File: src/rtl/ifq_fetch_if.sv
// Fetch-to-decode handshake bundle for the instruction fetch queue.
// master = fetch/decode side driving push/pop/flush, slave = the buffer.
interface ifq_fetch_if #(
    parameter int ADDR_W = 2
);
    logic              push;
    logic [31:0]       PC4_in;
    logic [31:0]       Instr_in;
    logic              pop;
    logic              flush;
    logic [31:0]       Instr_D;
    logic [31:0]       PC4_D;
    logic              valid_D;
    logic              full;
    logic              empty;
    logic [ADDR_W:0]   count;
    logic              err_ovf;

    modport master (
        output push, PC4_in, Instr_in, pop, flush,
        input  Instr_D, PC4_D, valid_D, full, empty, count, err_ovf
    );

    modport slave (
        input  push, PC4_in, Instr_in, pop, flush,
        output Instr_D, PC4_D, valid_D, full, empty, count, err_ovf
    );
endinterface

File: src/rtl/ifq_fetch_buffer.sv
// In-order {PC4, Instr} FIFO between fetch and decode with first-word
// fall-through head, redirect flush and a sticky overflow flag.
module ifq_fetch_buffer #(
    parameter int DEPTH  = 4,
    parameter int ADDR_W = 2
) (
    input  logic        clk,
    input  logic        reset,
    ifq_fetch_if.slave  bus
);
    logic [63:0]       mem_q [DEPTH];
    logic [ADDR_W-1:0] rd_ptr_q, rd_ptr_d;
    logic [ADDR_W-1:0] wr_ptr_q, wr_ptr_d;
    logic [ADDR_W:0]   count_q, count_d;
    logic              err_ovf_q, err_ovf_d;
    logic              is_empty, is_full;
    logic              do_push, do_pop;
    logic              wr_en;
    logic [63:0]       head;

    assign is_empty = (count_q == '0);
    assign is_full  = (count_q == (ADDR_W+1)'(DEPTH));
    assign do_pop   = bus.pop & ~is_empty;
    // A pop frees the slot this same edge, so a push into a full queue is fine then.
    assign do_push  = bus.push & (~is_full | do_pop);
    assign wr_en    = do_push & ~bus.flush;

    always_comb begin
        rd_ptr_d  = rd_ptr_q;
        wr_ptr_d  = wr_ptr_q;
        count_d   = count_q;
        err_ovf_d = err_ovf_q;
        if (bus.flush) begin
            rd_ptr_d = '0;
            wr_ptr_d = '0;
            count_d  = '0;
        end else begin
            if (do_push) wr_ptr_d = wr_ptr_q + 1'b1;
            if (do_pop)  rd_ptr_d = rd_ptr_q + 1'b1;
            count_d = count_q + (ADDR_W+1)'(do_push) - (ADDR_W+1)'(do_pop);
            if (bus.push && is_full && !do_pop) err_ovf_d = 1'b1;
        end
    end

    always_ff @(posedge clk or posedge reset) begin
        if (reset) begin
            rd_ptr_q  <= '0;
            wr_ptr_q  <= '0;
            count_q   <= '0;
            err_ovf_q <= 1'b0;
        end else begin
            rd_ptr_q  <= rd_ptr_d;
            wr_ptr_q  <= wr_ptr_d;
            count_q   <= count_d;
            err_ovf_q <= err_ovf_d;
        end
    end

    // Storage is never reset; the pointers alone decide what is live.
    always_ff @(posedge clk) begin
        if (wr_en) mem_q[wr_ptr_q] <= {bus.PC4_in, bus.Instr_in};
    end

    assign head        = mem_q[rd_ptr_q];
    assign bus.Instr_D = is_empty ? 32'h0 : head[31:0];
    assign bus.PC4_D   = is_empty ? 32'h0 : head[63:32];
    assign bus.valid_D = ~is_empty;
    assign bus.full    = is_full;
    assign bus.empty   = is_empty;
    assign bus.count   = count_q;
    assign bus.err_ovf = err_ovf_q;
endmodule

File: src/flat_wrapper.sv
// flat-port wrapper written by rule: the top's interface ports become plain ports
module ifq_fetch_buffer_flat 
#(
    parameter int DEPTH  = 4,
    parameter int ADDR_W = 2
)
  (clk, reset, bus_push, bus_PC4_in, bus_Instr_in, bus_pop, bus_flush, bus_Instr_D, bus_PC4_D, bus_valid_D, bus_full, bus_empty, bus_count, bus_err_ovf);
  ifq_fetch_if #(.ADDR_W(ADDR_W)) bus_i ();
  input  logic clk;
  input  logic reset;
  input wire logic [$bits(bus_i.push)-1:0] bus_push;
  input wire logic [$bits(bus_i.PC4_in)-1:0] bus_PC4_in;
  input wire logic [$bits(bus_i.Instr_in)-1:0] bus_Instr_in;
  input wire logic [$bits(bus_i.pop)-1:0] bus_pop;
  input wire logic [$bits(bus_i.flush)-1:0] bus_flush;
  output wire logic [$bits(bus_i.Instr_D)-1:0] bus_Instr_D;
  output wire logic [$bits(bus_i.PC4_D)-1:0] bus_PC4_D;
  output wire logic [$bits(bus_i.valid_D)-1:0] bus_valid_D;
  output wire logic [$bits(bus_i.full)-1:0] bus_full;
  output wire logic [$bits(bus_i.empty)-1:0] bus_empty;
  output wire logic [$bits(bus_i.count)-1:0] bus_count;
  output wire logic [$bits(bus_i.err_ovf)-1:0] bus_err_ovf;
  assign bus_i.push = bus_push;
  assign bus_i.PC4_in = bus_PC4_in;
  assign bus_i.Instr_in = bus_Instr_in;
  assign bus_i.pop = bus_pop;
  assign bus_i.flush = bus_flush;
  assign bus_Instr_D = bus_i.Instr_D;
  assign bus_PC4_D = bus_i.PC4_D;
  assign bus_valid_D = bus_i.valid_D;
  assign bus_full = bus_i.full;
  assign bus_empty = bus_i.empty;
  assign bus_count = bus_i.count;
  assign bus_err_ovf = bus_i.err_ovf;
  ifq_fetch_buffer #(.DEPTH(DEPTH), .ADDR_W(ADDR_W)) u_core (.clk(clk), .reset(reset), .bus(bus_i));
endmodule
File: config.mk
export PLATFORM = sky130hd
export DESIGN_NAME = ifq_fetch_buffer_flat
export DESIGN_NICKNAME = d
export VERILOG_FILES = /design/src/rtl/ifq_fetch_if.sv /design/src/rtl/ifq_fetch_buffer.sv /design/src/flat_wrapper.sv
export SDC_FILE = /design/constraint.sdc
export NUM_CORES = 1
export LEC_CHECK = 0
export BUFFER_PORTS_ARGS = -buffer_cell sky130_fd_sc_hd__clkbuf_2
export CAP_MARGIN = 20
export CELL_PAD_IN_SITES_DETAIL_PLACEMENT = 1
export CELL_PAD_IN_SITES_GLOBAL_PLACEMENT = 1
export CORE_MARGIN = 10
export CORE_UTILIZATION = 45
export DETAILED_ROUTE_END_ITERATION = 12
export MAX_ROUTING_LAYER = met4
export PLACE_DENSITY = 0.7
export SLEW_MARGIN = 20
export SYNTH_ARGS = -nofsm -noshare
export SYNTH_HDL_FRONTEND = slang
export SYNTH_SLANG_ARGS = --single-unit
export TNS_END_PERCENT = 10
File: constraint.sdc
create_clock -name clk -period 3.3 [get_ports clk]
set_input_delay 0.165 -clock clk [delete_from_list [all_inputs] [get_ports clk]]
set_output_delay 0.165 -clock clk [all_outputs]
set_load 0.005 [all_outputs]
==> results.json, run 1 <==
{
  "status": "finished, final reports clean",
  "min_from": "bus_pop",
  "grt_pass1_wl_mm": 33.49,
  "io_buffer_count": 139,
  "wirelength_mm": 21.36,
  "die-area_um2": 29120,
  "core_region_area_um2": 22500,
  "worst_setup_path_end_kind": "output port",
  "clk_pin_slew_ns": 0.06,
  "leakage_nw": 4.463,
  "track_usage_pct": 15.16,
  "cts_tree": "yes",
  "worst_slack_ns": 0.5226,
  "synth_edf_count": 256,
  "final_area_um2": 12780,
  "period_minus_slack_ns": 2.777,
  "htreeDepth": 1,
  "hp-class": "input port to flip-flop",
  "overflow": 0,
  "numCtsBuffers": 28,
  "synth_area_per_cell_um2": 22.15,
  "grt_pass1_vias": 5917,
  "p_per_area_nw_per_um2": 696.0,
  "synth_xor_area_share_pct": 0.08576,
  "finalHoldViolCount": 0,
  "place_ws_ns": 0.6991,
  "area_growth_syn_to_layout_pct": 25.12,
  "ys_ff_latch": 264,
  "worstSetupStartpointType": "flip-flop",
  "synthTopCellsByCount": "edfxtp_1 (256), and2_1 (69), mux4_2 (64)",
  "final_max_slew_viol_count": 0,
  "post_drt_wl_per_cell_um": 21.62,
  "route.detailed.drc": 0,
  "drive_gt1_share_pct": 36.84,
  "rsz0062_at_grt": "false",
  "grt_max_degree": 67,
  "startpoint": "u_core.rd_ptr_q[0]$_DFFE_PP0P_",
  "ctsResizeCount": 0,
  "synthMuxAreaShare_pct": 14.32,
  "arrival_ns": 2.61,
  "hpwl_mm": 12.46,
  "ios": 140,
  "postCtsSetupRepairBufs": 0,
  "synth_compound_area_share_pct": 0.3921,
  "core.rowCount": 55,
  "yosysTopAreaCellShare_pct": 75.28,
  "syn_inst": 461,
  "cp_max_fo": 31,
  "synth_simple_gate_area_share_pct": 5.036,
  "synth_adder_area_share_pct": 0.9311,
  "required_ns": 3.13,
  "clock_path_buffers": 3,
  "synth.most_common_cell": "edfxtp_1",
  "maxSlewHeadroom_pct": 32.18,
  "worstSetupPathType": "flip-flop to output port",
  "seq_area_frac_synth_pct": 77.24,
  "cap_violations": 0,
  "fin_nets": 757,
  "finalNonFillerCells": 988,
  "fin_setup_tns_ns": 0,
  "die_w_um": 170.6,
  "final.period_utilization_pct": 84.16,
  "ant_nets": 0,
  "insertion_delay_ns": 0.52,
  "vias": 5180,
  "cts.sinks": 264,
  "antenna_found_initial": 0,
  "place_area_um2": 11220,
  "yosys.area.top_type": "edfxtp_1",
  "yosys_warnings": 0,
  "antenna_cells": 0,
  "synth_top_family_by_area": "multiplexers",
  "r2r_start": "u_core.bus.count[2]$_DFF_PP0_",
  "syn-num-nets": 537,
  "hold_ws_ns": 0.02226,
  "setup_viol": 0,
  "drt_iter0_markers": 266,
  "fill_cells": 2004,
  "place_congestion": 0.7366,
  "cts-root-buf": "clkbuf_16",
  "fin_skew_ns": 0.009890,
  "synth-async-reset-ratio_pct": 3.030,
  "synthesis.area_um2": 10210,
  "ys.flop_type": "edfxtp_1",
  "yosysUniqueCellTypes": 26,
  "die_height_um": 170.6,
  "ir_drop_v": 0.0007418,
  "dr.pass1.iters": 4,
  "tightest_slew_ns": 1.017,
  "timing.fmax_ghz": 0.3600,
  "start_util_pct": 45.38,
  "synthTopCellsByArea": "edfxtp_1 (75%), mux4_2 (14%), and2_1 (4.2%)",
  "dp.cells": 869,
  "viasPerCell": 5.243
}
## repair_timing
action	4_1_cts	5_1_grt
hold buffers	67	0
setup endpoints to repair	0	0
hold endpoints to repair	269	0
## cell usage in the layout (no fill, tap or decap), types with 2 or more instances in the layout
cell / netlist / final
a21oi_1: 3 / 3
inv_1: 8 / 8
buf_12: 4 / 5
clkbuf_8: 0 / 3
and2_4: 0 / 4
o21ai_0: 2 / 2
clkbuf_1: 10 / 8
ha_1: 6 / 6
nor2_1: 6 / 6
edfxtp_1: 256 / 256
or3_1: 3 / 2
clkbuf_16: 0 / 29
nand2b_1: 3 / 3
dfrtp_1: 8 / 6
and2_1: 69 / 65
dfrtp_4: 0 / 2
dlygate4sd3_1: 0 / 67
clkinv_1: 0 / 3
buf_4: 2 / 2
mux4_2: 64 / 64
clkbuf_2: 0 / 139
clkinv_2: 0 / 7
## routing by layer
metal / global-route usage [%] / part of all wire (%)
met2: 25.60 / 52
met1: 18.91 / 42
met4: 3.089 / 1.5
met3: 2.765 / 4.8
met5: - / 0
## layout make-up
type	count	area, µm²	share of cell area, %
repair buffers	213	1481	11.59
flip-flops and latches	264	7895	61.79
clock inverters	12	85.08	0.6659
well taps	285	356.6	2.791
clock buffers	40	797.0	6.238
multi-input cells	166	2132	16.69
inverters	8	30.03	0.2350
## cells by family (layout without fill, tap and decap cells)
group | Yosys count | count (layout)
AO/OA/AOI/OAI | 7 | 7
XOR/XNOR | 1 | 1
adder cells (fa/ha/maj) | 7 | 7
buffers and inverters | 31 | 273
flip-flops | 264 | 264
multiplexers | 66 | 66
AND/OR/NAND/NOR | 85 | 85
## critical path, stage by stage, from the launching register on
cell and delay (ns):
dfrtp_4 0.87, buf_4 0.37, mux4_2 0.55, and2_1 0.18, clkbuf_2 0.11
## final timing paths
path / to / slack, ns / cells past startpoint
setup / recovery: bus_PC4_D[4] / 0.52 / 4
hold / removal: u_core.bus.err_ovf$_DFFE_PP0P_ / 0.02 / 3
setup reg to reg: u_core.bus.count[2]$_DFF_PP0_ / 0.69 / 11
hold reg to reg: u_core.bus.err_ovf$_DFFE_PP0P_ / 0.49 / 1
max in group asynchronous: u_core.rd_ptr_q[0]$_DFFE_PP0P_ / 2.91 / 3
min in group asynchronous: u_core.bus.count[1]$_DFF_PP0_ / 0.12 / 3
## power breakdown
| group | switching (W) | internal, W |
|---|---|---|
| clock network | 0.00120 | 0.00175 |
| logic | 0.000916 | 0.000997 |
| registers | 0.000169 | 0.00386 |
| total | 0.00229 | 0.00661 |
## metrics by stage
| step | utilization [%] | power, W |
|---|---|---|
| 2_1_floorplan | - | 0.005172 |
| 3_3_place_gp | 49.88 | 0.005947 |
| 3_5_place_dp | 49.88 | 0.006000 |
| 4_1_cts | 56.78 | 0.009043 |
| 5_1_grt | 56.78 | 0.009348 |
| 6_report | 56.78 | 0.008892 |
## flip-flops by register name, summed over array words and instances (netlist names)
name and cells:
u_core.mem_q 256, u_core.bus.count 3, u_core.rd_ptr_q 2, u_core.wr_ptr_q 2
u_core.bus.err_ovf 1
Note: power is estimated with default switching activity, not from simulation.
==> inputs of run 2 (changes only) <==
Clock period 3.3 ns to 2.9 ns, I/O delays scaled along.
==> results.json, run 2 (synthesized netlist as in run 1, its figures left out) <==
{
  "timing.fmax_ghz": 0.3829,
  "final_max_slew_viol_count": 0,
  "p_per_area_nw_per_um2": 805.5,
  "fin_skew_ns": 0.01789,
  "vias": 5140,
  "rrSetupSlack_ns": 0.29,
  "cts-root-buf": "clkbuf_16",
  "drive_gt1_share_pct": 37.43,
  "track_usage_pct": 16.01,
  "fin_nets": 762,
  "worstPathCellList": "or3_2 > inv_1 > nor2_1 > ha_1 > inv_1 > ha_1 > inv_1 > fa_1 > xor2_1 > and2_1 > nor3_1",
  "final_common_cell": "edfxtp_1",
  "ir_drop_v": 0.0008710,
  "worst_setup_path_end_kind": "flip-flop",
  "period_minus_slack_ns": 2.611,
  "hpwl_mm": 13.78,
  "multi_input_area_um2": 2132,
  "setup_viol": 0,
  "cts_tree": "yes",
  "ios": 140,
  "cap_violations": 0,
  "clk_pin_slew_ns": 0.06,
  "hp-class": "input port to asynchronous set/reset pin",
  "core_region_area_um2": 22500,
  "clock_path_buffers": 3,
  "die_height_um": 170.6,
  "numCtsBuffers": 28,
  "regMostFlops": "u_core.mem_q",
  "startpoint": "u_core.bus.count[1]$_DFF_PP0_",
  "htreeDepth": 1,
  "die-area_um2": 29120,
  "area_growth_syn_to_layout_pct": 26.84,
  "io_buffer_count": 139,
  "grt_max_degree": 67,
  "worstSetupPathType": "flip-flop to flip-flop",
  "core.rowCount": 55,
  "wirelength_mm": 22.34,
  "largest_reg_flops": 256,
  "maxSlewHeadroom_pct": 31.01,
  "post_drt_wl_per_cell_um": 22.46,
  "dr.pass1.iters": 4,
  "antenna_found_initial": 2,
  "finalNonFillerCells": 995,
  "status": "finished, final reports clean",
  "tightest_slew_ns": 1.035,
  "arrival_ns": 3.05,
  "cp_max_fo": 6,
  "hold_ws_ns": 0.09204,
  "mostFrequentLayoutCells": "edfxtp_1 (256), clkbuf_2 (139), dlygate4sd3_1 (68), and2_1 (65), mux4_2 (64)",
  "worst_path_largest_cell_delay_ns": 0.47,
  "overflow": 0,
  "cpMostUsedCell": "inv_1",
  "dp.cells": 873,
  "rsz0062_at_grt": "false",
  "ant_nets": 0,
  "grt_pass1_wl_mm": 34.76,
  "finalPower_w": 0.01043,
  "route.detailed.drc": 0,
  "leakage_nw": 4.534,
  "place_congestion": 0.7162,
  "worstSetupStartpointType": "flip-flop",
  "final.period_utilization_pct": 90.05,
  "start_util_pct": 45.38,
  "grt_pass1_vias": 6076,
  "r2r_start": "u_core.bus.count[1]$_DFF_PP0_",
  "finalHoldViolCount": 0,
  "insertion_delay_ns": 0.53,
  "viasPerCell": 5.166,
  "fin_setup_tns_ns": 0,
  "seq_area_um2": 7895,
  "cts.sinks": 264,
  "cp_slowest_cell": "dfrtp_1",
  "die_w_um": 170.6,
  "fin_util_pct": 57.56,
  "drt_iter0_markers": 261,
  "fill_cells": 1960,
  "required_ns": 3.33
}
-- run 2: cell count changes in the layout (fill, tap and decap cells not counted) --
cell / delta
buf_12: +4
bufinv_16: +3
clkbuf_1: -3
clkinv_2: -2
clkinv_4: +2
diode_2: +2
clkinv_1: +1
dlygate4sd3_1: +1
inv_6: -1
-- run 2: worst max-delay path, delay by kind of cell, from the launching register on --
family	cells	cell delay, ns
simple gates	4	0.81
flops	1	0.47
fa+ha+maj	3	0.81
buf+inv	3	0.28
xor+xnor	1	0.16
-- run 2: where the power goes --
| group | switching (W) | leakage, nW | internal (W) |
|---|---|---|---|
| logic | 0.00113 | 1.64 | 0.00115 |
| registers | 0.000127 | 2.42 | 0.00439 |
| clock network | 0.00138 | 0.475 | 0.00225 |
-- run 2: worst paths after layout --
path | endpoint | depth (start not counted)
worst max-delay path | u_core.bus.count[2]$_DFF_PP0_ | 11
worst min-delay path | u_core.bus.err_ovf$_DFFE_PP0P_ | 3
worst max register to register | u_core.bus.count[2]$_DFF_PP0_ | 11
worst min register to register | u_core.bus.err_ovf$_DFFE_PP0P_ | 1
max in group asynchronous | u_core.rd_ptr_q[1]$_DFFE_PP0P_ | 3
min in group clk | u_core.mem_q[3][42]$_DFFE_PP_ | 2
-- run 2: through the flow --
step / instance area (µm²) / setup slack (ns)
global route: 12950 / 0.03649
CTS: 12950 / 0.2663
finish: 12950 / 0.2886
floorplan: 10210 / 0.1341
global placement: 11300 / 0.4437
detailed placement: 11300 / 0.2829
-- run 2: layer usage --
| layer | track usage (%) | part of all wire, % |
|---|---|---|
| met5 | - | 0 |
| met4 | 3.547 | 1.5 |
| met3 | 2.995 | 5.3 |
| met2 | 27.77 | 53 |
| met1 | 19.13 | 40 |
-- run 2: area by class of cell --
cell class | count | share of cell area (%)
Tap cell | 285 | 2.753
Inverter | 8 | 0.2318
Timing Repair Buffer | 218 | 12.13
Multi-Input combinational cell | 166 | 16.46
Clock buffer | 37 | 6.066
Clock inverter | 15 | 1.372
Sequential cell | 264 | 60.95
Antenna cell | 2 | 0.03864
-- run 2: repair_timing --
item                                    in CTS  in global routing
gates resized for setup                      0                  0
endpoints found under the setup margin       0                  0
hold buffers                                68                  0
endpoints found under the hold margin      270                  0
buffers inserted                             0                  0
